`config.mk`:
```
export PLATFORM = sky130hd
export DESIGN_NAME = pipe_hazard_ctrl
export DESIGN_NICKNAME = d
export VERILOG_FILES = /design/src/rtl/pipe_hazard_ctrl.sv
export SDC_FILE = /design/constraint.sdc
export NUM_CORES = 1
export LEC_CHECK = 0
export CAP_MARGIN = 20
export CORE_ASPECT_RATIO = 0.7
export CORE_MARGIN = 2
export CORE_UTILIZATION = 45
export DETAILED_ROUTE_END_ITERATION = 10
export PLACE_DENSITY_LB_ADDON = 0.1
export SLEW_MARGIN = 20
export SYNTH_ARGS = -nofsm -noshare
export SYNTH_HDL_FRONTEND = slang
export SYNTH_SLANG_ARGS = --single-unit
export TNS_END_PERCENT = 10
```
`constraint.sdc`:
```
create_clock -name clk -period 4.6 [get_ports clk]
set_input_delay 0.92 -clock clk [delete_from_list [all_inputs] [get_ports clk]]
set_output_delay 0.92 -clock clk [all_outputs]
set_load 0.02 [all_outputs]
```
`src/rtl/pipe_hazard_ctrl.sv`:
```
// pipe_hazard_ctrl: stall/flush/forward controller for the 5-stage MIPS pipeline.
// Freezes the pipe on multicycle data-memory waits, squashes on taken branches,
// inserts bubbles on data hazards and supplies EXE forwarding selects.
// A watchdog latches mem_err when a memory access waits MEM_TIMEOUT cycles.
// Build option: define FORWARDING_EN to enable operand forwarding. Then only
// load-use hazards stall. Without it the forwarding selects are tied to 00, and
// any RAW hazard against EXE or MEM stalls.
module pipe_hazard_ctrl #(
    parameter int MEM_TIMEOUT = 64,
    parameter int CNT_W       = 16
) (
    input  logic             clk,
    input  logic             rst,
    input  logic             id_valid,
    input  logic [4:0]       id_src1,
    input  logic [4:0]       id_src2,
    input  logic             id_two_src,
    input  logic [4:0]       exe_src1,
    input  logic [4:0]       exe_src2,
    input  logic [4:0]       exe_dest,
    input  logic             exe_wb_en,
    input  logic             exe_mem_r_en,
    input  logic [4:0]       mem_dest,
    input  logic             mem_wb_en,
    input  logic [4:0]       wb_dest,
    input  logic             wb_en,
    input  logic             branch_taken,
    input  logic             mem_req,
    input  logic             mem_ready,
    output logic             if_en,
    output logic             id_en,
    output logic             exe_en,
    output logic             mem_en,
    output logic             if_flush,
    output logic             id_flush,
    output logic [1:0]       fwd_a_sel,
    output logic [1:0]       fwd_b_sel,
    output logic             mem_err,
    output logic [CNT_W-1:0] stall_cnt
);

    localparam int WAIT_W = $clog2(MEM_TIMEOUT) + 1;
    localparam logic [WAIT_W-1:0] WAIT_LAST = WAIT_W'(MEM_TIMEOUT - 1);

    typedef enum logic [1:0] {
        RUN   = 2'd0,
        MWAIT = 2'd1,
        ERR   = 2'd2
    } state_t;

    state_t            state;
    state_t            state_next;
    logic [WAIT_W-1:0] wait_cnt;
    logic [WAIT_W-1:0] wait_next;
    logic              freeze;
    logic              hazard;
    logic              hazard_stall;
    logic              stall_inc;
    logic [1:0]        fwd_a_raw;
    logic [1:0]        fwd_b_raw;

    // True when the ID instruction reads the given (non-zero) register.
    function automatic logic id_reads(input logic [4:0] dest,
                                      input logic       valid,
                                      input logic [4:0] src1,
                                      input logic [4:0] src2,
                                      input logic       two_src);
        return valid && (dest != 5'd0) &&
               ((src1 == dest) || (two_src && (src2 == dest)));
    endfunction

    // Forwarding select for one EXE operand: the younger MEM result wins over WB.
    function automatic logic [1:0] fwd_pick(input logic [4:0] src,
                                            input logic [4:0] m_dest,
                                            input logic       m_wb,
                                            input logic [4:0] w_dest,
                                            input logic       w_wb);
        if (m_wb && (m_dest != 5'd0) && (m_dest == src)) begin
            return 2'b01;
        end else if (w_wb && (w_dest != 5'd0) && (w_dest == src)) begin
            return 2'b10;
        end
        return 2'b00;
    endfunction

`ifdef FORWARDING_EN
    // Hazard detection and forwarding selects when forwarding is available.
    always_comb begin
        hazard    = exe_mem_r_en && exe_wb_en &&
                    id_reads(exe_dest, id_valid, id_src1, id_src2, id_two_src);
        fwd_a_raw = fwd_pick(exe_src1, mem_dest, mem_wb_en, wb_dest, wb_en);
        fwd_b_raw = fwd_pick(exe_src2, mem_dest, mem_wb_en, wb_dest, wb_en);
    end
`else
    logic unused_fwd_inputs;
    assign unused_fwd_inputs = ^{exe_src1, exe_src2, exe_mem_r_en, wb_dest, wb_en};

    // Hazard detection without forwarding: any pending writer in EXE or MEM stalls ID.
    always_comb begin
        hazard    = (exe_wb_en && id_reads(exe_dest, id_valid, id_src1, id_src2, id_two_src)) ||
                    (mem_wb_en && id_reads(mem_dest, id_valid, id_src1, id_src2, id_two_src));
        fwd_a_raw = 2'b00;
        fwd_b_raw = 2'b00;
    end
`endif

    // Memory-wait FSM next state, then pipeline control with freeze > branch > hazard priority.
    always_comb begin
        state_next   = state;
        wait_next    = wait_cnt;
        freeze       = 1'b0;
        hazard_stall = 1'b0;
        if_en        = 1'b0;
        id_en        = 1'b0;
        exe_en       = 1'b0;
        mem_en       = 1'b0;
        if_flush     = 1'b0;
        id_flush     = 1'b0;
        fwd_a_sel    = 2'b00;
        fwd_b_sel    = 2'b00;

        case (state)
            RUN: begin
                if (mem_req && !mem_ready) begin
                    freeze     = 1'b1;
                    state_next = MWAIT;
                    wait_next  = WAIT_W'(1);
                end
            end
            MWAIT: begin
                if (mem_ready) begin
                    state_next = RUN;
                    wait_next  = '0;
                end else begin
                    freeze = 1'b1;
                    if (wait_cnt == WAIT_LAST) begin
                        state_next = ERR;
                    end else begin
                        wait_next = wait_cnt + WAIT_W'(1);
                    end
                end
            end
            ERR: begin
                freeze = 1'b1;
            end
            default: begin
                state_next = RUN;
                wait_next  = '0;
            end
        endcase

        if (rst) begin
            fwd_a_sel = fwd_a_raw;
            fwd_b_sel = fwd_b_raw;
            if (freeze) begin
                if_en  = 1'b0;
                id_en  = 1'b0;
                exe_en = 1'b0;
                mem_en = 1'b0;
            end else if (branch_taken) begin
                if_en    = 1'b1;
                id_en    = 1'b1;
                exe_en   = 1'b1;
                mem_en   = 1'b1;
                if_flush = 1'b1;
                id_flush = 1'b1;
            end else if (hazard) begin
                hazard_stall = 1'b1;
                exe_en       = 1'b1;
                mem_en       = 1'b1;
                id_flush     = 1'b1;
            end else begin
                if_en  = 1'b1;
                id_en  = 1'b1;
                exe_en = 1'b1;
                mem_en = 1'b1;
            end
        end
    end

    assign stall_inc = rst && (freeze || hazard_stall);
    assign mem_err   = (state == ERR);

    // FSM state and memory-wait counter register.
    always_ff @(posedge clk) begin
        if (!rst) begin
            state    <= RUN;
            wait_cnt <= '0;
        end else begin
            state    <= state_next;
            wait_cnt <= wait_next;
        end
    end

    // Saturating count of cycles lost to freezes and hazard bubbles.
    always_ff @(posedge clk) begin
        if (!rst) begin
            stall_cnt <= '0;
        end else if (stall_inc && (stall_cnt != '1)) begin
            stall_cnt <= stall_cnt + CNT_W'(1);
        end
    end

endmodule

```
# After elaboration in Yosys (flattened, before gate mapping)
# Cells that the tools add are included.
# W data, S select, Z words.
totals:
  mem_count: 0
  regBits: 25
  romBits: 0
  latchBits: 0
  elab_cells: 65
  in_bits: 46
  ram_bits: 0
classes:
  mul: 0
  add_sub_neg: 2
  order_cmp: 0
  shifts: 0
  n_reduce_logical: 21
  eq_ne: 11
  n_div: 0
  bitwise: 1
  muxes: 27
ops:
  columns: ["cell", "count"]
  rows:
  - ["$mux W7", 3]
  - ["$pmux W7 S3", 1]
  - ["$eq A5 B5 Y1", 4]
  - ["$mux W1", 18]
  - ["$add A16 B1 Y16 const B", 1]
  - ["$ne A16 B16 Y1 const B", 1]
  - ["$logic_and A1 B1 Y1", 11]
  - ["$reduce_bool A5 Y1", 2]
  - ["$add A7 B1 Y7 const B", 1]
  - ["$eq A7 B6 Y1 const B", 1]
  - ["$mux W2", 3]
  - ["$ne A3 B3 Y1 const B", 2]
  - ["$pmux W2 S3", 1]
  - ["$reduce_and A3 Y1", 2]
  - ["$logic_or A1 B1 Y1", 4]
  - ["$pmux W1 S3", 1]
  - ["$eq A2 B1 Y1 const B", 1]
  - ["$eq A2 B2 Y1 const B", 1]
  - ["$logic_not A2 Y1", 1]
  - ["$ne A2 B2 Y1 const B", 1]
  - ["$logic_not A1 Y1", 1]
  - ["$not A1 Y1", 1]

# Depth between registers and ports, before layout
# Gate-level depths: netlist (run 1).
depth:
  depth_word: 13
  mapped_depth: 8
  mapped_depth_nobuf: 8

# Worst setup path after synthesis (run 1)
# OpenSTA, ideal clock, no wires.
synth_timing:
  kind: "input-to-output"
  from: "input port exe_dest[1]"
  to: "output port if_en"
  required_time_ns: 3.680
  arrival_time_ns: 2.500
  path_stages: 5
  setup_slack_ns: 1.180
  cell_sequence: "or4_1 -> o2111a_1 -> a22oi_4 -> and2_1 -> buf_4"
synth_via:
  elab_chain_len: 10
  elab_cells_between_ends: 13
  classes_between: "eq/ne: 2; mux: 4; reduce/logical: 7"
synth_rtl:
  columns: ["element", "line_no", "source"]
  rows:
  - ["start, declared", "20", "input logic [4:0] exe_dest,"]
  - ["$eq A5 B5 Y1", "69", "((src1 == dest) || (two_src && (src2 == dest)));"]
  - ["$logic_and A1 B1 Y1", "69", null]
  - ["$logic_or A1 B1 Y1", "69", null]
  - ["$logic_and A1 B1 Y1 *", "68", "return valid && (dest != 5'd0) &&"]
  - ["$logic_and A1 B1 Y1 *", "100", "hazard = (exe_wb_en && id_reads(exe_dest, id_valid, id_src1, id_src2, id_two_src)) ||"]
  - ["$logic_or A1 B1 Y1 *", "100", null]
  - ["$mux W1 * (4 in a row)", null, null]
  - ["end, declared", "30", "output logic if_en,"]
# Mark *: on every way between the ends. The rest lies on a longest branch, timed or not.

# Worst setup path after layout (run 1)
layout_timing:
  from: "input port exe_dest[1]"
  to: "output port if_en"
layout_via:
  elab_chain_len: 10
  elab_cells_between_ends: 13
  classes_between: "eq/ne: 2; mux: 4; reduce/logical: 7"
layout_rtl:
  columns: ["element", "line_no", "source"]
  rows:
  - ["$eq A5 B5 Y1", "69", null]
  - ["$logic_and A1 B1 Y1", "69", null]
  - ["$logic_or A1 B1 Y1", "69", null]
  - ["$logic_and A1 B1 Y1 *", "68", null]
  - ["$logic_and A1 B1 Y1 *", "100", null]
  - ["$logic_or A1 B1 Y1 *", "100", null]
  - ["$mux W1 *", "167", "end else if (hazard) begin"]
  - ["$mux W1 *", "160", "end else if (branch_taken) begin"]
  - ["$mux W1 *", "155", "if (freeze) begin"]
  - ["$mux W1 *", "152", "if (rst) begin"]
# Marks and branches as above.

==> flow_summary_export.csv, run 1 <==
group,metric,value,unit
clock_tree,cts_hold_buf,0,
worst_hold_path,hold_class,"reg2reg",
power_and_ir_drop,p_clk_share,29.7,%
logic_synthesis,yosys-top-cells-area,"dfxtp_1, xnor2_1, nand2_1, nor2_1, mux2i_1",
logic_synthesis,synth_top_area_cell,"dfxtp_1",
power_and_ir_drop,internal_power,0.330,mW
logic_synthesis,synth-compound-area-share,19.0,%
logic_synthesis,synth-edff-count,0,
floorplanning,fp.dieH,54.7,um
detailed_routing,viasPerCell,5.03,
global_route,antenna_found_initial,0,
cells_and_area,fin_util,63.6,%
logic_synthesis,synth_async_sr_flop_share,0,%
logic_synthesis,synth_top_family_by_area,"simple AND/OR/NAND/NOR gates",
detailed_routing,ant_nets,0,
status,run_status,"completed",
clock_tree,post_cts_resize_count,0,
timing,finalSetupViolCount,0,
worst_setup_path,worstSetupStartpointType,"input pin",
power_and_ir_drop,power_frac_comb,21.5,%
logic_synthesis,avgSynthCellArea,8.33,sq um
logic_synthesis,synth.ff_latch_count,25,
logic_synthesis,netlist_area,0.00165,sq mm
logic_synthesis,synth_top_area_share,30.3,%
logic_synthesis,synthMuxAreaShare,3.03,%
logic_synthesis,synthTopCellsByCount,"nand2_1, xnor2_1, dfxtp_1",
placed_design,place_congestion,0.862,
timing,relSlewSlack,59.3,%
worst_setup_path,crit_required,3.68,ns
detailed_routing,drc,0,
clock_tree,clk_latency,0.27,ns
clock_tree,cts_tree,"built",
timing,finClkSkew,0.00967,ns
logic_synthesis,synth_adder_area_share,1.52,%
logic_synthesis,synth_cells,198,
logic_synthesis,dominantRegCellSynth,"dfxtp_1",
global_route,grt_max_degree,17,
worst_setup_path,path_buf_inv,2,
timing,worstMarginPinSlew,0.607,ns
floorplanning,rows,18,
cells_and_area,syn_to_final_growth,35.4,%
global_route,grt_first_pass_wirelength,6380,um
floorplanning,dieArea,0.00417,sq mm
worst_setup_path,cp_cell_sequence,"clkdlybuf4s50_1, or4_1, o2111a_1, a22oi_4, and2_1, clkdlybuf4s50_1",
worst_hold_path,hp-start,"wait_cnt[6]",
job,max-cap-violations,0,
worst_setup_path,cp_data_arrival_time,3.45,ns
power_and_ir_drop,power_density,204,mW/mm^2
floorplanning,core_area,0.00351,sq mm
timing,final.min_clock_period,4.37,ns
logic_synthesis,ys_seq_area_share,30.3,%
timing,hold_slack,0.445,ns
cells_and_area,antennaDiodeCount,0,
worst_setup_path,crit_type,"in2out",
clock_tree,clock_sinks,25,
power_and_ir_drop,net-switching-power,0.124,mW
worst_setup_path,r2r_start,"stall_cnt[6]",
power_and_ir_drop,seq_power_share,48.8,%
floorplanning,start_util,46.9,%
timing,fin_crit_sh,95.0,%
worst_setup_path,cp-end-kind,"output port",
detailed_routing,first_iter_violations,72,
cells_and_area,nets,297,
clock_tree,cts_buffer_depth,2,
clock_tree,h-tree-depth,1,
clock_tree,clkTransAtPathRegs,0.10,ns
cells_and_area,drive_gt1_share,6.85,%
clock_tree,numCtsBuffers,3,
timing,timing.final.hold_violations,0,
worst_setup_path,cp_slowest_cell,"or4_1",
worst_setup_path,cpPeakStageDelay,0.61,ns
logic_synthesis,synthXorXnorAreaFrac,15.4,%
clock_tree,cts_setup_buffers,0,
detailed_routing,via_count,1498,
worst_setup_path,path_max_fanout,8,
worst_setup_path,crit_path_frequent_cell,"clkdlybuf4s50_1",
logic_synthesis,synthSimpleGateAreaFrac,25.6,%
power_and_ir_drop,p_sw_share,27.3,%
worst_setup_path,cp_top_family,"buffers and inverters",
logic_synthesis,yosys_warnings,0,
logic_synthesis,synth_cell_types,46,
timing,max_freq,229,MHz
worst_setup_path,worstSetupStartpoint,"exe_dest[1]",
clock_tree,clockRootBuffer,"clkbuf_8",
floorplanning,ios,73,
floorplanning,die_w,76.4,um
detailed_routing,finalWirelength,3650,um
global_route,grtUsageTotal,19.3,%
timing,final_max_slew_viol_count,0,
timing,grt_setup_unrepaired,"no",
power_and_ir_drop,p_leak,0.766,nW
global_route,overflow,0,
global_route,grt_pass1_vias,1401,
placed_design,portBuffers,51,
power_and_ir_drop,ir_worst_vdd,0.184,mV
timing,fin_setup_tns,0,ns
placed_design,dp_hpwl,3000,um
detailed_routing,wl_per_cell,12.3,um
detailed_routing,dr.pass1.iters,4,
-- registers in the layout (all words and copies together) (netlist names) --
signal and cells:
stall_cnt 16, state 2, wait_cnt 7
-- placed cells by master, fill, tap and decap left out, types with 4 or more instances in the layout --
master            n
dfxtp_1          25
a211oi_1          4
xnor2_1          26
conb_1            4
inv_1             6
nand2_1          26
a21oi_1           8
nand4_1           5
and2_1            4
nor2_1           19
mux2i_1           5
nand3_1           9
clkdlybuf4s50_1  51
-- per-layer routing --
layer	global-route usage (%)	up-vias	share of wire [%]	routed length (um)
li1	-	791	-	-
met1	27.6	660	54	1970
met2	31.0	45	40	1460
met3	4.46	2	5.9	217
met4	2.12	0	0.27	10
met5	0	-	0	0
-- final cells by class --
type | instances | area [sq um]
Clock inverter | 1 | 7.51
Fill cell | 327 | 1280
Timing Repair Buffer | 52 | 518
Multi-Input combinational cell | 161 | 1080
Sequential cell | 25 | 500
Inverter | 6 | 22.5
Tap cell | 50 | 62.6
Clock buffer | 3 | 41.3
-- worst reg2reg max path, cell delays in order (launching register included) --
cell and delay (ns):
dfxtp_1 0.46, and4_1 0.24, and2_2 0.19, nand3_2 0.14, o31ai_2 0.60, a21oi_2 0.20, nand4_1 0.16, mux2i_1 0.18
-- through the flow --
stage          area, sq um  setup slack (ns)  std cells  total power, mW
2_1_floorplan         1660              1.18        201            0.280
5_1_grt               2230             0.139        298            0.479
4_1_cts               2230             0.215        298            0.461
3_5_place_dp          2180             0.213        294            0.325
6_report              2230             0.229        298            0.455
3_3_place_gp          2180             0.231        294            0.325
-- power groups by stage --
| stage | logic, mW | clock network (mW) | registers (mW) |
|---|---|---|---|
| 2_1_floorplan | 0.0533 | 0 | 0.227 |
| 3_3_place_gp | 0.0977 | 0 | 0.227 |
| 3_5_place_dp | 0.0984 | 0 | 0.227 |
| 4_1_cts | 0.0987 | 0.140 | 0.222 |
| 5_1_grt | 0.107 | 0.149 | 0.222 |
| 6_report | 0.0980 | 0.135 | 0.222 |
-- cell families (layout without fill, tap and decap cells) --
group	count (synthesis)	after routing
multiplexers	5	5
other	1	4
adder cells (fa/ha/maj)	2	2
XOR/XNOR	29	29
AO/OA/AOI/OAI	38	38
flip-flops	25	25
buffers and inverters	15	62
AND/OR/NAND/NOR	83	83
-- final timing paths --
path | cells past startpoint | endpoint | slack (ns)
setup / recovery | 6 | if_en | 0.23
hold / removal | 2 | wait_cnt[6] | 0.45
setup reg to reg | 7 | stall_cnt[4] | 2.36
hold reg to reg | 2 | wait_cnt[6] | 0.45
Power figures use the tool's default switching activity.
==> inputs of run 2 (changes only) <==
CTS_CLUSTER_DIAMETER = 40   (was unset)
==> results of run 2 <==
Same layout as run 1: the final DEF is identical, and so are final timing and power.
==> inputs of run 3 (changes only) <==
CORE_UTILIZATION = 42   (was 45)
clock period = 5 ns   (was 4.6 ns; I/O delays follow)
==> run 3 against run 2 <==
Effect of this change: critical path depth unchanged; clock skew fell by 0.0073 ns; combinational power down 7.3%; register-to-register slack better by 0.44 ns; largest power group unchanged; non-clock buffer count stayed put; clock-buffer cell count rose by 1; flip-flop and latch count is the same; worst hold slack got worse by 0.0065 ns.
==> flow_summary_export.csv, run 3 (same netlist as run 1, synthesis figures left out) <==
group,metric,value,unit
status,run_status,"completed",
detailed_routing,wl_per_cell,12.8,um
cells_and_area,fin_util,58.0,%
cells_and_area,drive_gt1_share,6.45,%
detailed_routing,finalWirelength,3850,um
power_and_ir_drop,power_frac_comb,21.9,%
worst_setup_path,r2r_start,"wait_cnt[0]",
worst_setup_path,worstSetupStartpointType,"input pin",
placed_design,dp_hpwl,3020,um
cells_and_area,fillers,349,
clock_tree,cts_setup_buffers,0,
clock_tree,clockRootBuffer,"clkbuf_8",
global_route,antenna_found_initial,0,
timing,relSlewSlack,60.4,%
timing,finClkSkew,0.00237,ns
timing,finalSetupViolCount,0,
floorplanning,rows,19,
worst_setup_path,reg2reg_to,"wait_cnt[5]",
power_and_ir_drop,p_clk_share,28.9,%
placed_design,dpl-instance-area,0.00219,sq mm
timing,timing.final.hold_violations,0,
global_route,grt_max_degree,17,
worst_setup_path,crit_required,4.00,ns
floorplanning,fp.dieH,56.4,um
global_route,grt_first_pass_wirelength,6340,um
power_and_ir_drop,seq_power_share,49.2,%
timing,fin_crit_sh,89.5,%
power_and_ir_drop,p_leak,0.767,nW
clock_tree,clk_latency,0.27,ns
cells_and_area,stdcell_count,300,
detailed_routing,viasPerCell,5.01,
cells_and_area,nets,297,
timing,fin_setup_tns,0,ns
timing,final.min_clock_period,4.47,ns
worst_setup_path,cp-end-kind,"output port",
detailed_routing,ant_nets,0,
floorplanning,ios,73,
timing,final_max_slew_viol_count,0,
cells_and_area,biggestRegsByFlops,"stall_cnt x16, wait_cnt x7, state x2",
floorplanning,dieArea,0.00445,sq mm
clock_tree,clock_sinks,25,
placed_design,portBuffers,51,
worst_hold_path,hold_class,"reg2reg",
clock_tree,numCtsBuffers,3,
power_and_ir_drop,power_density,186,mW/mm^2
clock_tree,post_cts_resize_count,0,
cells_and_area,layout_commonest_cell,"clkdlybuf4s50_1",
job,max-cap-violations,0,
worst_setup_path,worstSetupStartpoint,"exe_dest[1]",
worst_setup_path,crit_type,"in2out",
timing,grt_setup_unrepaired,"no",
power_and_ir_drop,ir_worst_vdd,0.120,mV
cells_and_area,antennaDiodeCount,0,
worst_setup_path,rrSetupSlack,2.80,ns
timing,hold_slack,0.439,ns
detailed_routing,via_count,1503,
cells_and_area,seqCellArea,500,sq um
floorplanning,start_util,42.8,%
power_and_ir_drop,internal_power,0.305,mW
cells_and_area,syn_to_final_growth,35.4,%
clock_tree,clkTransAtPathRegs,0.08,ns
detailed_routing,drc,0,
worst_setup_path,path_max_fanout,8,
cells_and_area,top_register,"stall_cnt",
power_and_ir_drop,p_sw_share,26.6,%
worst_setup_path,cp-endpoint,"id_en",
timing,max_freq,224,MHz
placed_design,place_inst,296,
detailed_routing,first_iter_violations,42,
cells_and_area,largest_reg_flops,16,
worst_setup_path,cp_data_arrival_time,3.47,ns
cells_and_area,final_cell_mix,"clkdlybuf4s50_1, xnor2_1, nand2_1, dfxtp_1, nor2_1",
worst_setup_path,rr_worst_depth,8,
global_route,grtUsageTotal,17.9,%
clock_tree,h-tree-depth,1,
clock_tree,cts_tree,"built",
timing,worstMarginPinSlew,0.589,ns
global_route,overflow,0,
floorplanning,core_area,0.00385,sq mm
power_and_ir_drop,net-switching-power,0.110,mW
detailed_routing,dr.pass1.iters,4,
placed_design,place_congestion,0.773,
global_route,grt_pass1_vias,1351,
cells_and_area,stdcell_area,0.00223,sq mm
cells_and_area,multi_input_area,0.00108,sq mm
clock_tree,cts_hold_buf,0,
floorplanning,die_w,78.9,um
clock_tree,cts_buffer_depth,2,
-- run 3: changes by cell type in the layout (fill, tap and decap cells not counted) --
cell	delta
clkbuf_1	+1
clkinvlp_4	-1
-- run 3: how the worst min path moves through the flow --
stage	startpoint	slack, ns	cells after the start	endpoint
4_1_cts	wait_cnt[6]	0.44	2	wait_cnt[6]
2_1_floorplan	wait_cnt[6]	0.41	2	wait_cnt[6]
3_5_place_dp	wait_cnt[6]	0.43	2	wait_cnt[6]
5_1_grt	wait_cnt[6]	0.45	2	wait_cnt[6]
6_report	wait_cnt[6]	0.44	2	wait_cnt[6]
3_3_place_gp	wait_cnt[6]	0.42	2	wait_cnt[6]
-- run 3: layer usage --
metal	global-route usage (%)	vias to the layer above	wire (um)	part of all wire [%]
li1	-	791	-	-
met1	29.2	661	2230	58
met2	23.0	47	1320	34
met3	4.66	4	265	6.9
met4	3.69	0	29	0.75
met5	0	-	0	0
-- run 3: stage by stage --
| step | setup WS (ns) | total power [mW] |
|---|---|---|
| finish | 0.527 | 0.415 |
| floorplan | 1.42 | 0.258 |
| global route | 0.429 | 0.437 |
| detailed placement | 0.511 | 0.299 |
| global placement | 0.511 | 0.299 |
| CTS | 0.509 | 0.420 |
-- run 3: power groups by stage --
stage | Sequential [mW] | Clock (mW) | Combinational [mW]
floorplan | 0.209 | 0 | 0.0491
global placement | 0.209 | 0 | 0.0902
detailed placement | 0.209 | 0 | 0.0904
CTS | 0.204 | 0.125 | 0.0911
global route | 0.205 | 0.134 | 0.0985
finish | 0.204 | 0.120 | 0.0908
-- run 3: layout make-up --
cell class | count | area share, %
repair buffers | 52 | 23.2
multi-input cells | 161 | 48.4
flip-flops and latches | 25 | 22.4
clock buffers | 4 | 2.02
inverters | 6 | 1.01
well taps | 52 | 2.91
-- run 3: worst max-delay path, cell delays in order --
cell and delay [ns]:
clkdlybuf4s50_1 0.47, or4_1 0.57, o2111a_1 0.29, a22oi_4 0.35, and2_1 0.20, clkdlybuf4s50_1 0.60
